$ cat src/rtl/key_switch_input_pio.sv
// Avalon-MM input PIO: synchronised, debounced board inputs with edge capture and a maskable irq.
// Latency: pin to DATA is SYNC_STAGES+DEBOUNCE_CYCLES cycles; readdata 1 cycle after read; irq 1 cycle after capture&mask.
// Backpressure: none, since the slave always accepts and has no waitrequest.
module key_switch_input_pio #(
  parameter int DATA_WIDTH      = 10,
  parameter int SYNC_STAGES     = 2,
  parameter int DEBOUNCE_CYCLES = 50000
) (
  input  logic                  clk_clk,
  input  logic                  reset_reset_n,
  input  logic                  avs_chipselect,
  input  logic [1:0]            avs_address,
  input  logic                  avs_read,
  input  logic                  avs_write,
  input  logic [31:0]           avs_writedata,
  output logic [31:0]           avs_readdata,
  output logic                  irq,
  input  logic [DATA_WIDTH-1:0] pins_in
);

  localparam int CNT_W = $clog2(DEBOUNCE_CYCLES + 1);
  localparam logic [CNT_W-1:0] CNT_LAST = CNT_W'(DEBOUNCE_CYCLES - 1);

  logic [DATA_WIDTH-1:0] sync_q [SYNC_STAGES];
  logic [CNT_W-1:0]      cnt     [DATA_WIDTH];
  logic [CNT_W-1:0]      cnt_nxt [DATA_WIDTH];
  logic [DATA_WIDTH-1:0] sync;
  logic [DATA_WIDTH-1:0] stable;
  logic [DATA_WIDTH-1:0] mask;
  logic [DATA_WIDTH-1:0] capture;
  logic [DATA_WIDTH-1:0] polarity;
  logic [DATA_WIDTH-1:0] accept;
  logic [DATA_WIDTH-1:0] edge_set;
  logic [DATA_WIDTH-1:0] clr;
  logic [DATA_WIDTH-1:0] wdata;
  logic [31:0]           rd_mux;
  logic                  wr_en;
  logic                  rd_en;

  assign sync  = sync_q[SYNC_STAGES-1];
  assign wr_en = avs_chipselect & avs_write;
  assign rd_en = avs_chipselect & avs_read;
  assign wdata = avs_writedata[DATA_WIDTH-1:0];

  generate
    if (DATA_WIDTH < 32) begin : g_wdata_hi
      logic unused_wdata_hi;
      assign unused_wdata_hi = ^avs_writedata[31:DATA_WIDTH];
    end
  endgenerate

  // Any return to the stable level clears the count, so a glitch shorter than the window is dropped.
  always_comb begin
    accept = '0;
    for (int i = 0; i < DATA_WIDTH; i++) begin
      cnt_nxt[i] = '0;
      if (sync[i] != stable[i]) begin
        if (cnt[i] == CNT_LAST) accept[i] = 1'b1;
        else                    cnt_nxt[i] = cnt[i] + 1'b1;
      end
    end
  end

  // The accepted new level equals sync; it is an edge of interest when it differs from polarity.
  assign edge_set = accept & (sync ^ polarity);
  assign clr      = (wr_en && avs_address == 2'd2) ? wdata : '0;

  always_comb begin
    rd_mux = '0;
    case (avs_address)
      2'd0:    rd_mux[DATA_WIDTH-1:0] = stable;
      2'd1:    rd_mux[DATA_WIDTH-1:0] = mask;
      2'd2:    rd_mux[DATA_WIDTH-1:0] = capture;
      default: rd_mux[DATA_WIDTH-1:0] = polarity;
    endcase
  end

  always_ff @(posedge clk_clk or negedge reset_reset_n) begin
    if (!reset_reset_n) begin
      for (int s = 0; s < SYNC_STAGES; s++) sync_q[s] <= '0;
      for (int i = 0; i < DATA_WIDTH; i++)  cnt[i]    <= '0;
      stable       <= '0;
      mask         <= '0;
      capture      <= '0;
      polarity     <= '0;
      avs_readdata <= '0;
      irq          <= 1'b0;
    end else begin
      sync_q[0] <= pins_in;
      for (int s = 1; s < SYNC_STAGES; s++) sync_q[s] <= sync_q[s-1];
      for (int i = 0; i < DATA_WIDTH; i++)  cnt[i]    <= cnt_nxt[i];
      stable  <= stable ^ accept;
      // Set is ORed in after the clear so a same-cycle edge survives the W1C.
      capture <= (capture & ~clr) | edge_set;
      if (wr_en && avs_address == 2'd1) mask     <= wdata;
      if (wr_en && avs_address == 2'd3) polarity <= wdata;
      if (rd_en) avs_readdata <= rd_mux;
      irq <= |(capture & mask);
    end
  end

endmodule
$ cat config.mk
export PLATFORM = sky130hd
export DESIGN_NAME = key_switch_input_pio
export DESIGN_NICKNAME = d
export VERILOG_FILES = /design/src/rtl/key_switch_input_pio.sv
export SDC_FILE = /design/constraint.sdc
export NUM_CORES = 1
export LEC_CHECK = 0
export CAP_MARGIN = 20
export CORE_UTILIZATION = 45
export DETAILED_ROUTE_END_ITERATION = 12
export PLACE_DENSITY = 0.73
export SLEW_MARGIN = 15
export SYNTH_ARGS = -nofsm -noshare
export SYNTH_HDL_FRONTEND = slang
export SYNTH_SLANG_ARGS = --single-unit
$ cat constraint.sdc
create_clock -name clk_clk -period 2 [get_ports clk_clk]
set_clock_uncertainty 0.2 [all_clocks]
set_input_delay 0.3 -clock clk_clk [delete_from_list [all_inputs] [get_ports clk_clk]]
set_output_delay 0.3 -clock clk_clk [all_outputs]
set_load 0.05 [all_outputs]
==> results.rst <==
.. list-table::
   :header-rows: 1

   * - Metric
     - Value
   * - Setup TNS Final
     - 0 ns
   * - Setup repair after global routing missed its margin
     - false
   * - CP endpoint kind
     - register
   * - Data arrival, critical path
     - 2.12 ns
   * - Clk sinks
     - 231
   * - Overflow after GRT
     - 0
   * - Mapped cell area
     - 10900 µm²
   * - Switching share of power
     - 0.250
   * - Synth-to-layout area growth
     - 18.7%
   * - Flop pwr share
     - 0.462
   * - Avg Synthesized Cell Area
     - 10.6 µm²
   * - Iteration-0 DRC count of the detailed router
     - 404
   * - Die Height
     - 157 µm
   * - Maxcap violations
     - 0
   * - Layout cells sized above 1
     - 0.142
   * - Clock Latency Late Sink
     - 0.52 ns
   * - Clk root buf
     - sky130_fd_sc_hd__clkbuf_16
   * - Class of the most critical hold timing path
     - in2reg
   * - Max Fclk
     - 0.522 GHz
   * - Final setup violation count
     - 0
   * - Wire length of the first global-routing pass
     - 35.8 mm
   * - Std-Cell Core Area
     - 23500 µm²
   * - Post-layout min period
     - 1.91 ns
   * - CTS max path bufs
     - 3
   * - Gate count of the mapped netlist
     - 1025
   * - Initial antenna violation count
     - 0
   * - Pin count of the biggest net entering global routing
     - 49
   * - Yosys warns
     - 0
   * - Final Hold Vio Count
     - 0
   * - First-pass iteration count of the detailed router
     - 5
   * - WS Path Type
     - reg2reg
   * - Clock slew at reported path FFs
     - 0.06 ns
   * - Proportion of synthesized chip area in sequential cells
     - 0.532
   * - Average detailed-routed wire length per instance
     - 14.2 µm
   * - Via density per instance
     - 5.18
   * - Level count of the clock H-tree
     - 1
   * - Placed Area
     - 11900 µm²
   * - Maximum fanout along the worst path
     - 3
   * - Share of synthesized flip-flops with an asynchronous set or reset
     - 1.00
   * - Ant. Diodes
     - 0
   * - Post-route core utilization
     - 0.548
   * - Count of state elements after synthesis
     - 231
   * - Std cell rows
     - 56
   * - VDD IR-drop max
     - 0.710 mV
   * - Clock share of power
     - 0.437
   * - TritonCTS clock tree
     - yes
   * - Post-detail-place hpwl
     - 14.2 mm
   * - Cell leakage power
     - 5.31 nW
   * - Remaining antenna violation count
     - 0
   * - Global-route usage over all layers
     - 0.177
   * - X dimension of the die
     - 157 µm
   * - Internal power
     - 8.38 mW
   * - Portion of total power attributed to combinational logic
     - 0.101
   * - Dominant cell type by area after synthesis
     - sky130_fd_sc_hd__dfrtp_1
   * - Number of global-route vias before repair
     - 7503
   * - Port buffer count
     - 37
   * - Effective utilization at floorplan
     - 0.461
   * - Power density cells
     - 867 nW/µm²
   * - Post-layout nets
     - 1185
   * - Gpl congestion
     - 0.830
   * - Count of pins on the block boundary
     - 82
   * - Post-synth top area share
     - 0.532
   * - Fin area
     - 12900 µm²
   * - Number of distinct standard cells referenced by the synthesized netlist
     - 37
   * - Most used flip-flop cell after synthesis
     - sky130_fd_sc_hd__dfrtp_1
   * - Worst Path Required
     - 2.21 ns
   * - Number of buffers created by CTS
     - 25
   * - Aggregate routed wire length
     - 20.8 mm
   * - DIE AREA
     - 24800 µm²
   * - Post-synth EDFFs
     - 0
   * - Final Slew Violations
     - 0
   * - Sort of element at the start of the critical path
     - register
   * - Remaining design rule violation count
     - 0
   * - Top cells by area, synth
     - sky130_fd_sc_hd__dfrtp_1 53%, sky130_fd_sc_hd__xnor2_1 8.6%, sky130_fd_sc_hd__nor2_1 6.3%, sky130_fd_sc_hd__mux2_2 4.1%, sky130_fd_sc_hd__xor2_1 2.8%
   * - Number of vias after detailed routing
     - 7585
   * - Result of the run
     - completed
   * - Power dissipated by switching net loads
     - 2.80 mW
   * - Final worst-path cycle share
     - 0.957
[Yosys cell counts, types with 9 or more instances]
cell	n
sky130_fd_sc_hd__dfrtp_1	231
sky130_fd_sc_hd__nor2_1	181
sky130_fd_sc_hd__xnor2_1	107
sky130_fd_sc_hd__nand2_1	71
sky130_fd_sc_hd__nand3_1	53
sky130_fd_sc_hd__nand4_1	41
sky130_fd_sc_hd__mux2_2	40
sky130_fd_sc_hd__nor4_1	39
sky130_fd_sc_hd__xor2_1	35
sky130_fd_sc_hd__nor3_1	34
sky130_fd_sc_hd__inv_1	30
sky130_fd_sc_hd__buf_4	23
sky130_fd_sc_hd__and3_1	19
sky130_fd_sc_hd__a21oi_1	17
sky130_fd_sc_hd__nor4bb_1	17
sky130_fd_sc_hd__o21ai_0	11
sky130_fd_sc_hd__ha_1	10
sky130_fd_sc_hd__mux4_2	10
sky130_fd_sc_hd__nor4b_1	9
[per-layer routing]
metal | GRT usage | share of wire | wire (µm) | vias up
li1 | - | - | - | 3719
met1 | 0.241 | 0.46 | 9650 | 3691
met2 | 0.286 | 0.46 | 9630 | 136
met3 | 0.0317 | 0.048 | 995 | 39
met4 | 0.0536 | 0.024 | 497 | 0
met5 | 0 | 0 | 0 | -
[final timing paths]
| check | from | end | slack [ns] | cells past startpoint |
|---|---|---|---|---|
| worst max register to register | cnt[122] | register | 0.09 | 3 |
| max in group asynchronous | reset_reset_n | cnt[29] | 0.91 | 3 |
| worst min register to register | sync_q[17] | sync[7] | 0.15 | 0 |
| worst max-delay path | cnt[122] | register | 0.09 | 3 |
| min in group asynchronous | reset_reset_n | cnt[108] | 0.09 | 2 |
| worst min-delay path | pins_in[5] | sync_q[15] | 0.03 | 1 |
[critical path: stages, from the launching register on]
cell	delay, ns
sky130_fd_sc_hd__dfrtp_1	0.41
sky130_fd_sc_hd__or3_1	0.47
sky130_fd_sc_hd__nor4_4	0.35
sky130_fd_sc_hd__mux2_2	0.37
[power by group through the flow]
stage                     sequential (mW)  combinational, mW  clock [mW]
after detailed placement             5.24               1.12           0
after global placement               5.24               1.09           0
final                                5.17               1.13        4.88
after floorplan                      5.39              0.516           0
after global routing                 5.20               1.23        5.17
after CTS                            5.17               1.15        5.00
[layout make-up]
cell class	instances	area [µm²]
clock buffers	32	702
fillers	2027	10700
inverters	30	113
clock inverters	14	186
flip-flops and latches	231	5780
multi-input cells	749	4850
repair buffers	89	865
well taps	319	399
[placed cells by master (no fill, tap or decap), drive strengths merged]
cell / count
a22o: 2
nand4b: 3
nor3: 34
a221oi: 1
a21oi: 17
bufinv: 4
inv: 31
xor2: 35
conb: 22
mux4: 10
a22oi: 3
o41ai: 1
and4b: 1
o21ai: 11
dfrtp: 231
and3: 19
a31o: 2
ha: 10
and2: 6
or2: 2
clkinvlp: 5
or4: 3
clkbuf: 32
mux2: 40
nand3: 57
nor4: 39
nand4: 41
or3: 2
o31ai: 2
and4bb: 1
nor4b: 9
buf: 55
xnor2: 107
clkinv: 4
nor4bb: 17
nor2: 181
clkdlybuf4s50: 25
nand2: 71
dlygate4sd3: 9
[flip-flops by register name, summed over array words and instances (netlist names), named ones only]
signal / count
irq: 1
sync_q: 10
polarity: 10
mask: 10
sync: 10
capture: 10
avs_readdata: 10
cnt: 160
[stage by stage]
stage / power (mW) / hold WS (ns) / std cells / worst slack (ns)
floorplan: 5.91 / -0.196 / 1046 / 0.123
global placement: 6.33 / 0.0392 / 1408 / -0.0676
detailed placement: 6.36 / 0.0434 / 1408 / -0.106
CTS: 11.3 / 0.0156 / 1463 / 0.0254
global route: 11.6 / 0.0236 / 1464 / 0.00529
finish: 11.2 / 0.0300 / 1464 / 0.0857
[timing repair]
action / in CTS / in global routing
setup endpoints to repair: 1 / 31
pin swaps: 0 / 2
resized for setup: 1 / 5
cloned: 0 / 0
hold endpoints to repair: 239 / 0
buffers inserted: 0 / 1
hold buffers: 9 / 0
[kinds of logic after synthesis]
family / share of synthesized area
compound gates: 0.0229
xor+xnor: 0.115
fa+ha+maj: 0.0115
buf+inv: 0.0313
flops: 0.532
mux: 0.0622
other cells: 0.000345
simple gates: 0.225
No activity file was read; power rests on OpenSTA's default activity.
==> patch 1: new RTL, same flow settings <==
`SYNC_STAGES`: 2 -> 1.
--- a/src/rtl/key_switch_input_pio.sv
+++ b/src/rtl/key_switch_input_pio.sv
@@ -5,3 +5,3 @@
   parameter int DATA_WIDTH      = 10,
-  parameter int SYNC_STAGES     = 2,
+  parameter int SYNC_STAGES     = 1,
   parameter int DEBOUNCE_CYCLES = 50000
Behaviour: no difference found for any inputs over 4 cycles, from zero or initial values and one cycle with reset_reset_n low; that may be too few to reach the edited logic, so the function may still have changed.
==> patch 1 against the original RTL <==
  * Sequential cell count decreased by 10
  * Power decreased by 5.8%
  * Hold slack got worse by 0.0058 ns
  * Die area decreased by 1.8%
  * Sequential share of layout area decreased by 1.1 points
  * Routed wire length decreased by 0.26%
  * Count of clock-buffer cells in the layout increased by 1
  * Sequential power decreased by 4.4%
  * Design area decreased by 1.9%
  * Setup slack got worse by 0.043 ns
  * Area after synthesis decreased by 1.8%
  * Global-route usage increased by 0.11 points
==> patch 1: results (changes against the original RTL) <==
largest cells by area after synthesis: dfrtp_1 52%, xnor2_1 9.6%, nor2_1 6.7%
CTS buffer count: 24 (-4.0%)
synth cell count leaders: 221 x dfrtp_1, 189 x nor2_1, 117 x xnor2_1, 67 x nand2_1, 51 x nand3_1
net switching power: 2700 uW (-3.6%)
nets: 1186 (+0.084%)
post-DP HPWL: 14600 um (+3.2%)
Layout area overhead: 18.6% (about the same)
Crit-path slowest cell: or4_4
dpl cell area: 11800 um2 (-0.82%)
Distinct cells, synth: 49 (+32%)
Max VDD drop: 440 uV (-38%)
global placement routability congestion: 0.826 (-0.55%)
dpl ws: -0.0864 ns (+0.0193 ns)
Leak: 0.00520 uW (-2.2%)
largest reg by FF count: cnt
ANT cells: 0 (unchanged)
Wirelength per Cell: 14.2 um (+0.15%)
DRT iter0 DRCs: 399 (-1.2%)
sequential area share after synthesis: 51.9% (-1.3 points)
Global Route Usage Sum: 17.8% (+0.11 points)
vias in the first global route: 7397 (-1.4%)
largest net degree at the start of global routing: 60 (+22%)
run status: complete, no violations
CP max stage delay: 0.56 ns (+0.09 ns)
CP max FO: 4 (+1)
wire length of the first global-routing pass: 35200 um (-1.6%)
-- patch 1: repair_timing --
| action | in CTS | in global routing |
|---|---|---|
| resized for setup | 2 | 5 |
| hold buffers | 1 | 0 |
| endpoints found under the setup margin | 6 | 21 |
| buffers inserted | 0 | 0 |
| endpoints found under the hold margin | 221 | 0 |
| pin swaps | 0 | 4 |
-- patch 1: metrics by stage --
stage / std cells / total power (uW) / hold WS [ns]
finish: 1458 / 10500 / 0.0242
CTS: 1458 / 10600 / 0.0115
floorplan: 1040 / 5700 / -0.196
detailed placement: 1413 / 6150 / 0.0807
global placement: 1413 / 6110 / 0.0700
global route: 1458 / 10900 / 0.0142
-- patch 1: path summary, 6_finish.rpt --
path	start	slack [ns]	to	cells after the start
setup / recovery	cnt[10]$_DFF_PN0_	0.04	flop	3
hold / removal	pins_in[9]	0.02	sync[9]$_DFF_PN0_	1
setup reg to reg	cnt[10]$_DFF_PN0_	0.04	flop	3
hold reg to reg	cnt[80]$_DFF_PN0_	0.27	cnt[80]$_DFF_PN0_	1
max in group asynchronous	reset_reset_n	0.84	cnt[157]$_DFF_PN0_	3
min in group asynchronous	reset_reset_n	0.13	cnt[93]$_DFF_PN0_	2
-- patch 1: area by class of cell --
class                      instances  area, um2
multi-input combinational        753       4880
clock inverter                    11       96.3
fill                            1979      10300
timing repair buffer              98        912
sequential                       221       5530
clock buffer                      33        726
inverter                          29        109
tap                              313        392
-- patch 1: per-layer routing --
layer  global-route usage (%)  part of all wire [%]  wire length, um  vias up
li1                         -                     -                -     3724
met1                     23.0                    46             9430     3695
met2                     30.6                    48             9960      113
met3                     3.14                   3.7              774       41
met4                     4.72                   2.7              555        0
met5                        0                     0                0        -
-- patch 1: power groups by stage --
| stage | clock [uW] | sequential (uW) | combinational (uW) |
|---|---|---|---|
| 2_1_floorplan | 0 | 5170 | 526 |
| 3_3_place_gp | 0 | 5020 | 1100 |
| 3_5_place_dp | 0 | 5020 | 1120 |
| 4_1_cts | 4570 | 4940 | 1130 |
| 5_1_grt | 4750 | 4970 | 1210 |
| 6_report | 4470 | 4940 | 1110 |
-- patch 1: worst reg2reg max path, delay by kind of cell, from the launching register on --
kind          cells  cell delay [ns]
simple gates      2             0.93
flops             1             0.37
mux               1             0.33
-- patch 1: cells by family after synthesis --
family | after synthesis | synth area share [%]
AO/OA/AOI/OAI | 42 | 2.55
XOR/XNOR | 142 | 11.7
adder cells (fa/ha/maj) | 10 | 1.17
buffers and inverters | 66 | 3.39
flip-flops | 221 | 51.9
multiplexers | 50 | 6.38
other | 1 | 0.0352
AND/OR/NAND/NOR | 487 | 22.9
==> patch 2: new RTL, same settings <==
Without the edit above. Remove the register `irq`: a continuous assignment takes its place, so the output `irq` follows one clock earlier. Comments in the files are not updated.
--- a/src/rtl/key_switch_input_pio.sv
+++ b/src/rtl/key_switch_input_pio.sv
@@ -86,3 +86,2 @@
       avs_readdata <= '0;
-      irq          <= 1'b0;
     end else begin
@@ -97,3 +96,2 @@
       if (rd_en) avs_readdata <= rd_mux;
-      irq <= |(capture & mask);
     end
@@ -101,2 +99,4 @@
 
+  assign irq = |(capture & mask);
+
 endmodule
Behaviour: no difference found for any inputs over 4 cycles, from zero or initial values and one cycle with reset_reset_n low; that may be too few to reach the edited logic, so the function may still have changed.
==> patch 2 against the original RTL <==
  * Design area decreased by 0.55%
  * Power decreased by 1.7%
  * The run now ends with negative setup slack left
  * Global-route usage about the same
  * Utilization decreased by 0.30 points
  * Area after synthesis decreased by 0.23%
  * Critical path type is now reg -> out
  * Setup slack got worse by 0.36 ns
  * Sequential cell count decreased by 1
  * Sequential share of layout area increased by 0.064 points
  * Routed wire length decreased by 1.5%
==> patch 2: results (changes against the original RTL) <==
clock buffer count: 34 (+6.3%)
synth cell count leaders: 230 x dfrtp_1, 181 x nor2_1, 107 x xnor2_1, 71 x nand2_1, 53 x nand3_1
Hold WS: 0.0230 ns (-0.00697 ns)
power density over the cells: 857 nW/um2 (-1.2%)
Synth Area in XOR/XNOR: 11.5% (+0.026 points)
fill count: 2039 (+0.59%)
Crit-path slowest cell: dfrtp_1
Clk. pwr: 4710 uW (-3%)
post-DP HPWL: 14200 um (+0.31%)
clk sinks: 230 (-0.43%)
Global Route Usage Sum: 17.6% (about the same)
Wirelength per Cell: 14.0 um (-1.2%)
final wirelength: 20500 um (-1.5%)
Max VDD drop: 544 uV (-23%)
multi-input gate share of total cell area: 37.8% (+0.17 points)
FFs w/ async S/R, synth: 100% (unchanged)
Crit Reg-Reg Startpoint: cnt[125]$_DFF_PN0_
placed insts: 1409 (+0.071%)
Comb pwr share: 10.4% (+0.3 points)
largest net degree at the start of global routing: 57 (+16%)
Vias/cell: 5.23 (+0.92%)
dpl cell area: 11900 um2 (about the same)
final setup violation count: 1 (+1)
Sw Ratio: 24.8% (-0.17 points)
CP top delay family: compound AO/OA/AOI/OAI gates
DRT iter0 DRCs: 458 (+13%)
Leak: 0.00531 uW (-0.13%)
Setup WS post-layout: -0.274 ns (-0.359 ns)
hold endpoint: sync_q[19]$_DFF_PN0_
hold path start: pins_in[9]
CP arrival: 1.77 ns (-0.35 ns)
global placement routability congestion: 0.817 (-1.5%)
run status: finished, violations left
die width: 157 um (-0.11%)
layout cells sized above 1: 14.5% (+0.23 points)
nets: 1183 (-0.17%)
sequential fraction of total cell area: 44.9% (+0.064 points)
violated checks: negative setup slack
Critical path origin: capture[9]$_DFF_PN0_
CP max stage delay: 0.39 ns (-0.08 ns)
Synth Area in Compound Gates: 2.30% (+0.0053 points)
drt pass-1 iters: 4 (-1)
Non-clock buffers: 87 (-2.2%)
Adder-Cell Fraction of Synth Area: 1.16% (+0.0027 points)
wire length of the first global-routing pass: 35500 um (-0.85%)
largest cells by area after synthesis: dfrtp_1 53%, xnor2_1 8.7%, nor2_1 6.3%
clk cell area share: 6.78% (-0.11 points)
-- patch 2: routing by layer --
layer / up-vias / part of all wire (%) / routed length [um] / track usage [%]
met3: 30 / 4.6 / 950 / 3.94
met5: - / 0 / 0 / 0
met4: 0 / 1.9 / 383 / 4.39
li1: 3725 / - / - / -
met2: 113 / 47 / 9560 / 28.4
met1: 3766 / 47 / 9570 / 24.3
-- patch 2: metrics by stage --
stage | power (uW) | setup slack (ns) | setup TNS, ns
2_1_floorplan | 5880 | 0.123 | 0
3_3_place_gp | 6300 | -0.0542 | -0.376
3_5_place_dp | 6340 | -0.0903 | -0.930
4_1_cts | 11100 | -0.271 | -0.271
5_1_grt | 11500 | -0.318 | -0.318
6_report | 11000 | -0.274 | -0.274
-- patch 2: repair_timing --
action	in CTS	in global routing
hold buffers	4	0
buffers inserted	0	2
gates resized for setup	3	4
endpoints found under the hold margin	233	0
pin swaps	1	3
setup endpoints to repair	2	22
